<file path="config.mk">
export PLATFORM = sky130hd
export DESIGN_NAME = ct_arbiter_flat
export DESIGN_NICKNAME = d
export VERILOG_FILES = /design/src/rtl/ct_arbiter_if.sv /design/src/rtl/ct_arbiter.sv /design/src/flat_wrapper.sv
export SDC_FILE = /design/constraint.sdc
export NUM_CORES = 1
export LEC_CHECK = 0
export CORE_UTILIZATION = 24
export DETAILED_ROUTE_END_ITERATION = 16
export GPL_ROUTABILITY_DRIVEN = 1
export GPL_TIMING_DRIVEN = 0
export HOLD_SLACK_MARGIN = 0.1
export PLACE_DENSITY = 0.87
export SLEW_MARGIN = 20
export SYNTH_ARGS = -nofsm -noshare
export SYNTH_HDL_FRONTEND = slang
export SYNTH_SLANG_ARGS = --single-unit
</file>
<file path="constraint.sdc">
create_clock -name clk -period 2 [get_ports clk]
set_clock_uncertainty 0.1 [all_clocks]
set_input_delay 0.3 -clock clk [delete_from_list [all_inputs] [get_ports clk]]
set_output_delay 0.3 -clock clk [all_outputs]
set_load 0.005 [all_outputs]
</file>
<file path="src/rtl/ct_arbiter_if.sv">
// Requester-side bundle of the ciphertext ROM arbiter: per-requester request,
// lock and address, plus the returned grant, read-valid strobes and shared data.
interface ct_arbiter_if #(
  parameter int ADDR_W = 8,
  parameter int DATA_W = 8
);
  logic [1:0]        req;
  logic [1:0]        lock;
  logic [ADDR_W-1:0] addr0;
  logic [ADDR_W-1:0] addr1;
  logic [1:0]        gnt;
  logic [1:0]        rvalid;
  logic [DATA_W-1:0] rdata;

  modport master (
    output req, lock, addr0, addr1,
    input  gnt, rvalid, rdata
  );

  modport slave (
    input  req, lock, addr0, addr1,
    output gnt, rvalid, rdata
  );
endinterface

</file>
<file path="src/rtl/ct_arbiter.sv">
// Two-port round-robin arbiter for the single read port of ct_mem, with
// per-requester lock for exclusive bursts and a registered per-requester valid.
module ct_arbiter #(
  parameter int ADDR_W = 8,
  parameter int DATA_W = 8
) (
  input  logic              clk,
  input  logic              rst,
  ct_arbiter_if.slave       bus,
  output logic [ADDR_W-1:0] mem_addr,
  input  logic [DATA_W-1:0] mem_q
);

  typedef enum logic [1:0] {
    IDLE = 2'd0,
    OWN0 = 2'd1,
    OWN1 = 2'd2
  } state_e;

  state_e      state_q, state_d;
  logic        last_q, last_d;
  logic [1:0]  rvalid_q, rvalid_d;
  logic [1:0]  gnt;
  logic [1:0]  lock_gnt;

  always_comb begin
    gnt      = 2'b00;
    lock_gnt = 2'b00;
    state_d  = state_q;
    last_d   = last_q;
    if (!rst) begin
      case (state_q)
        IDLE: begin
          // On a tie the requester that was not served last wins.
          if (bus.req == 2'b11) begin
            gnt = last_q ? 2'b01 : 2'b10;
          end else begin
            gnt = bus.req;
          end
          lock_gnt = gnt & bus.lock;
          if (lock_gnt[0]) begin
            state_d = OWN0;
          end else if (lock_gnt[1]) begin
            state_d = OWN1;
          end
        end
        OWN0: begin
          gnt = {1'b0, bus.req[0]};
          if (!bus.lock[0]) begin
            state_d = IDLE;
          end
        end
        OWN1: begin
          gnt = {bus.req[1], 1'b0};
          if (!bus.lock[1]) begin
            state_d = IDLE;
          end
        end
        default: begin
          state_d = IDLE;
        end
      endcase
      if (gnt[0]) begin
        last_d = 1'b0;
      end else if (gnt[1]) begin
        last_d = 1'b1;
      end
    end
    rvalid_d = gnt;
  end

  always_ff @(posedge clk) begin
    if (rst) begin
      state_q  <= IDLE;
      last_q   <= 1'b1;
      rvalid_q <= 2'b00;
    end else begin
      state_q  <= state_d;
      last_q   <= last_d;
      rvalid_q <= rvalid_d;
    end
  end

  // ct_mem returns data one cycle after the address, aligned with rvalid_q.
  assign mem_addr   = gnt[1] ? bus.addr1 : bus.addr0;
  assign bus.gnt    = gnt;
  assign bus.rvalid = rvalid_q;
  assign bus.rdata  = mem_q;

endmodule

</file>
<file path="src/flat_wrapper.sv">
// flat-port wrapper written by rule: the top's interface ports become plain ports
module ct_arbiter_flat 
#(
  parameter int ADDR_W = 8,
  parameter int DATA_W = 8
)
  (clk, rst, mem_addr, mem_q, bus_req, bus_lock, bus_addr0, bus_addr1, bus_gnt, bus_rvalid, bus_rdata);
  ct_arbiter_if #(.ADDR_W(ADDR_W), .DATA_W(DATA_W)) bus_i ();
  input  logic clk;
  input  logic rst;
  output logic [ADDR_W-1:0] mem_addr;
  input  logic [DATA_W-1:0] mem_q;
  input wire logic [$bits(bus_i.req)-1:0] bus_req;
  input wire logic [$bits(bus_i.lock)-1:0] bus_lock;
  input wire logic [$bits(bus_i.addr0)-1:0] bus_addr0;
  input wire logic [$bits(bus_i.addr1)-1:0] bus_addr1;
  output wire logic [$bits(bus_i.gnt)-1:0] bus_gnt;
  output wire logic [$bits(bus_i.rvalid)-1:0] bus_rvalid;
  output wire logic [$bits(bus_i.rdata)-1:0] bus_rdata;
  assign bus_i.req = bus_req;
  assign bus_i.lock = bus_lock;
  assign bus_i.addr0 = bus_addr0;
  assign bus_i.addr1 = bus_addr1;
  assign bus_gnt = bus_i.gnt;
  assign bus_rvalid = bus_i.rvalid;
  assign bus_rdata = bus_i.rdata;
  ct_arbiter #(.ADDR_W(ADDR_W), .DATA_W(DATA_W)) u_core (.clk(clk), .rst(rst), .bus(bus_i), .mem_addr(mem_addr), .mem_q(mem_q));
endmodule
</file>
## Yosys cells after proc, flatten, opt, wreduce, memory -nomap -nowiden

Index checks and enable logic that the tools add are counted.

| word-level totals | value |
|---|---|
| register bits | 5 |
| output and inout bits | 20 |
| input port bits | 30 |

| cells by class | value |
|---|---|
| eq/ne operators | 6 |
| bitwise operators | 1 |
| reductions and logical operators | 3 |
| muxes and demuxes | 15 |

Operators with widths:

| operator | number |
|---|---|
| 2-to-1 mux 2 bit | 10 |
| case mux 2 bit (3 select lines) | 2 |
| 2-to-1 mux 8 bit | 1 |
| == test 2 bit (second input constant) | 2 |
| inequality test 2 bit (second input constant) | 2 |
| inequality test 3 x 1 -> 1 bit (second input constant) | 1 |
| AND reduction 3 bit | 1 |
| bitwise AND 2 bit | 1 |
| == test 2 x 1 -> 1 bit (second input constant) | 1 |
| zero test 2 bit | 1 |
| 2-to-1 mux 1 bit | 2 |
| nonzero test 2 bit | 1 |

## Longest topological paths before layout

Gate-level depths: netlist of the first run.

| logic depth | value |
|---|---|
| depth in word-level cells | 8 |
| gate-level depth with buffers | 4 |
| gate-level depth less buffers | 3 |

## Worst setup path before layout of the first run

No wires, ideal clock.

| timing | value |
|---|---|
| path kind | register to output |
| start | register u_core.state_q[0] |
| end | output port mem_addr[0] |
| required time | 1,600 ps |
| stages on the path, launching flop included | 5 |
| data arrival time | 1,148 ps |
| buffers on the path | 1 |
| slack | 452 ps |
| cells stage by stage | dfxtp_1 -> nand2b_4 -> a311o_1 -> buf_6 -> mux2_4 |

| on the way | value |
|---|---|
| word-level cells in the longest chain between the ends | 5 |

RTL lines:

| what | line | RTL |
|---|---|---|
| from (decl) | ct_arbiter.sv:20 | `state_e state_q, state_d;` |
| from (signal assigned) | ct_arbiter.sv:78 | `state_q <= state_d;` |
| == test 2 bit, or another cell as far along | ct_arbiter.sv:32 | `case (state_q)` |
| case mux 2 bit (3 select lines) (*) | ct_arbiter.sv:32 |  |
| 2-to-1 mux 2 bit (*) (2 in series) | ct_arbiter.sv:31 | `if (!rst) begin` |
| 2-to-1 mux 8 bit (*) | ct_arbiter.sv:85 | `assign mem_addr = gnt[1] ? bus.addr1 : bus.addr0;` |
| to (decl) | flat_wrapper.sv:11 | `output logic [ADDR_W-1:0] mem_addr;` |

Every way passes the cells marked *; elsewhere a longest branch is shown, timed or not. The select of a mux whose other input is x is not followed.

## Worst setup path after layout of the first run

Ends and elaborated chain as after synthesis.

==> qor.txt, run 1 <==
=================================================================================
Worst setup path category                                                 reg2out
Master of the slowest instance on the critical path                  sky130_fd_sc_hd__dfxtp_2
Library cell with the largest summed area after synthesis            sky130_fd_sc_hd__mux2_4
Kind of end point of the critical path                                output port
Transition time at the pin with the least slew margin                   0.2091 ns
Max-slew violation total from the final report                                  0
Peak supply drop                                                        0.3341 mV
Cell family with most CP delay                                       buffers and inverters
Post-route fraction of the period consumed by the critical path            102.9%
Setup slack, reg-to-reg                                                   0.82 ns
First-iteration detailed-routing DRC count                                      5
Number of diodes added for antenna fixing                                       0
CTS sink count                                                                  5
Total power divided by cell area                                     429.7 nW/um2
Largest net degree at the start of global routing                               6
Cell variety after synth                                                       14
Outcome                                                              complete, but fails checks
Startpoint of the lowest-slack register-to-register path             u_core.state_q[0]$_SDFFE_PP0P_
Dominant cells by area after synthesis                               sky130_fd_sc_hd__mux2_4, sky130_fd_sc_hd__dfxtp_1, sky130_fd_sc_hd__buf_4
Vias in the first global route                                                445
Most used cell, CP                                                   sky130_fd_sc_hd__buf_6
Worst hold path endpoint                                             u_core.state_q[1]$_SDFFE_PP0P_
Clock Latency Late Sink                                                   0.24 ns
Number of non-filler instances in the completed layout                        108
Sequential cell area                                                    102.6 um2
Final hold slack                                                        0.3262 ns
Die width                                                                42.40 um
Combined area of the multi-input logic cells                            209.0 um2
Hold path startpoint                                                          rst
Fill cell total of the finished layout                                        131
Dpl cell area                                                           822.0 um2
Max_slew headroom                                                          85.86%
Failing checks                                                       negative setup slack
Overall track demand over capacity in global routing                       13.83%
Layout cells sized above 1                                                 43.48%
Syn Inst Count                                                                 38
Min cycle time layout                                                    2.058 ns
Portion of synthesized cell area occupied by the leading cell type         30.67%
Instance count after placement with tap cells included                         95
Avg WL per Cell                                                          11.12 um
Data arrival at the endpoint of the critical path                         1.66 ns
Final hold violations                                                           0
Wire length of the first global-routing pass                              1814 um
Bufs and invs on worst path                                                     3
Final Routed Wirelength                                                   1201 um
Worst Setup Start Kind                                                   register
Clock Tree Buf Depth                                                            2
IO Pins                                                                        50
Maximum clock frequency                                                0.4860 GHz
FF+latch count, synth                                                           5
Min-Delay Path Class                                                       in2reg
Synthesized area divided by synthesized cell count                      10.31 um2
Die Footprint                                                            1797 um2
Die boundary height                                                      42.40 um
Number of remaining DRC errors                                                  0
Design Area, Final                                                      950.9 um2
Reg2Reg Capture Point                                                u_core.bus.rvalid[1]$_SDFF_PP0_
Initial Utilization                                                        26.00%
Routed vias/inst                                                            4.296
Count of H-tree levels built during CTS                                         1
Critical path cell sequence                                          nand2b_4, a311o_1, buf_6, buf_6, mux2_4, buf_6
Leakage power                                                           0.4602 nW
Worst reg-to-reg path cell count                                                5
Number of stages on the worst hold path                                         2
Placeable core region                                                    1506 um2
CTS tree                                                                      yes
Biggest fanout along the worst timing path                                      5
Root Buffer                                                          sky130_fd_sc_hd__clkbuf_4
TritonCTS buffer count                                                          3
Crit path required time                                                   1.60 ns
Overall via count from detail_route                                           464
Largest stage delay, worst path                                           0.31 ns
Initial antenna violation count                                                 0
Synthesized Nets                                                               68
Unrepaired setup endpoints after global routing                               yes
Syn. warnings                                                                   0
Final count of negative-setup-slack endpoints                                   6
Placer's final routability congestion estimate                             0.6831
Number of optimization iterations in the first detailed-route pass              3
Post-Place Worst Slack                                                 -0.5276 ns
Number of port buffers                                                         41
Cell Area, Synth                                                        391.6 um2
Final nets                                                                    123
Post-route setup TNS                                                   -0.3085 ns
Max-capacitance violation count                                                 0
Sequential share of the synthesized area                                   25.56%
Number of cell rows                                                            14
Grt total ovfl                                                                  0
Syn-to-layout area delta                                                   142.8%
Clock transition at the registers of the reported paths                   0.04 ns
Least setup slack across all paths after layout                       -0.05768 ns
Remaining antenna violation count                                               0
=================================================================================
-- sequential cells by signal, indices dropped and copies added, names as in the netlist --
register           count
u_core.bus.rvalid      2
u_core.state_q         2
u_core.last_q          1
-- how the worst max path moves through the flow --
| stage | start | end | slack [ns] | cells after the start |
|---|---|---|---|---|
| 2_1_floorplan | u_core.state_q[0]$_SDFFE_PP0P_ | mem_addr[0] | 0.45 | 4 |
| 3_3_place_gp | bus_req[1] | mem_addr[2] | -0.49 | 6 |
| 3_5_place_dp | bus_req[1] | mem_addr[1] | -0.53 | 6 |
| 4_1_cts | u_core.state_q[0]$_SDFFE_PP0P_ | mem_addr[5] | -0.08 | 6 |
| 5_1_grt | u_core.state_q[0]$_SDFFE_PP0P_ | mem_addr[0] | -0.12 | 6 |
| 6_report | u_core.state_q[0]$_SDFFE_PP0P_ | mem_addr[0] | -0.06 | 6 |
-- cells in the final DEF, fill, tap and decap left out, drive strengths merged --
cell type,n
o21bai,1
clkdlybuf4s50,29
or2b,1
nand2,2
clkdlybuf4s15,1
nor2,2
a21oi,2
dfxtp,5
dlygate4sd2,3
a21o,1
a311o,1
inv,3
nand2b,1
buf,26
mux2,8
clkbuf,4
nor4b,2
-- report_power, final --
group          switching [mW]  internal (mW)  leakage (nW)
sequential            0.00346          0.107        0.0421
clock                  0.0416         0.0755        0.0150
combinational          0.0467          0.135         0.403
total                  0.0918          0.317         0.460
-- Yosys cell counts (all sizes together) --
library cell / count
nor4b: 2
a21o: 1
mux2: 8
dfxtp: 5
inv: 3
a311o: 1
nand2: 2
o21bai: 1
nor2: 2
a21oi: 2
nand2b: 1
buf: 9
or2b: 1
-- logic make-up (layout without fill, tap and decap cells) --
| kind of cell | after synthesis | in the layout | share of synthesized area [%] |
|---|---|---|---|
| muxes | 8 | 8 | 30.67 |
| buffers and inverters | 12 | 66 | 21.09 |
| DFF | 5 | 5 | 25.56 |
| AOI/OAI and AO/OA | 5 | 5 | 8.947 |
| and+or+nand+nor | 8 | 8 | 13.74 |
-- layer usage --
layer	track usage [%]	part of all wire, %
met5	0	0
met2	28.31	61
met3	7.328	9.2
met4	3.750	0
met1	10.76	30
-- layout make-up --
cell class	count	area share, %
repair buffers	50	53.68
inverters	3	1.184
flip-flops and latches	5	10.79
multi-input cells	21	21.97
clock buffers	4	2.763
plain buffers	9	7.500
well taps	16	2.105
-- stage by stage --
stage	power, mW	util, %
detailed placement	0.2706	54.57
CTS	0.4104	62.21
global placement	0.2668	54.57
global route	0.4397	63.12
finish	0.4086	63.12
floorplan	0.1721	-
-- repair_timing --
item	4_1_cts	5_1_grt
gates resized for setup	51	3
setup buffers	8	0
gates cloned	1	0
pin swaps	1	1
endpoints found under the setup margin	10	9
hold buffers	0	0
(Power assumes the default switching activity.)
==> run 2: changes to the inputs <==
HOLD_SLACK_MARGIN = 0.15   (was 0.1)
==> results of run 2 <==
The final DEF is identical to that of run 1; final timing and power are the same.
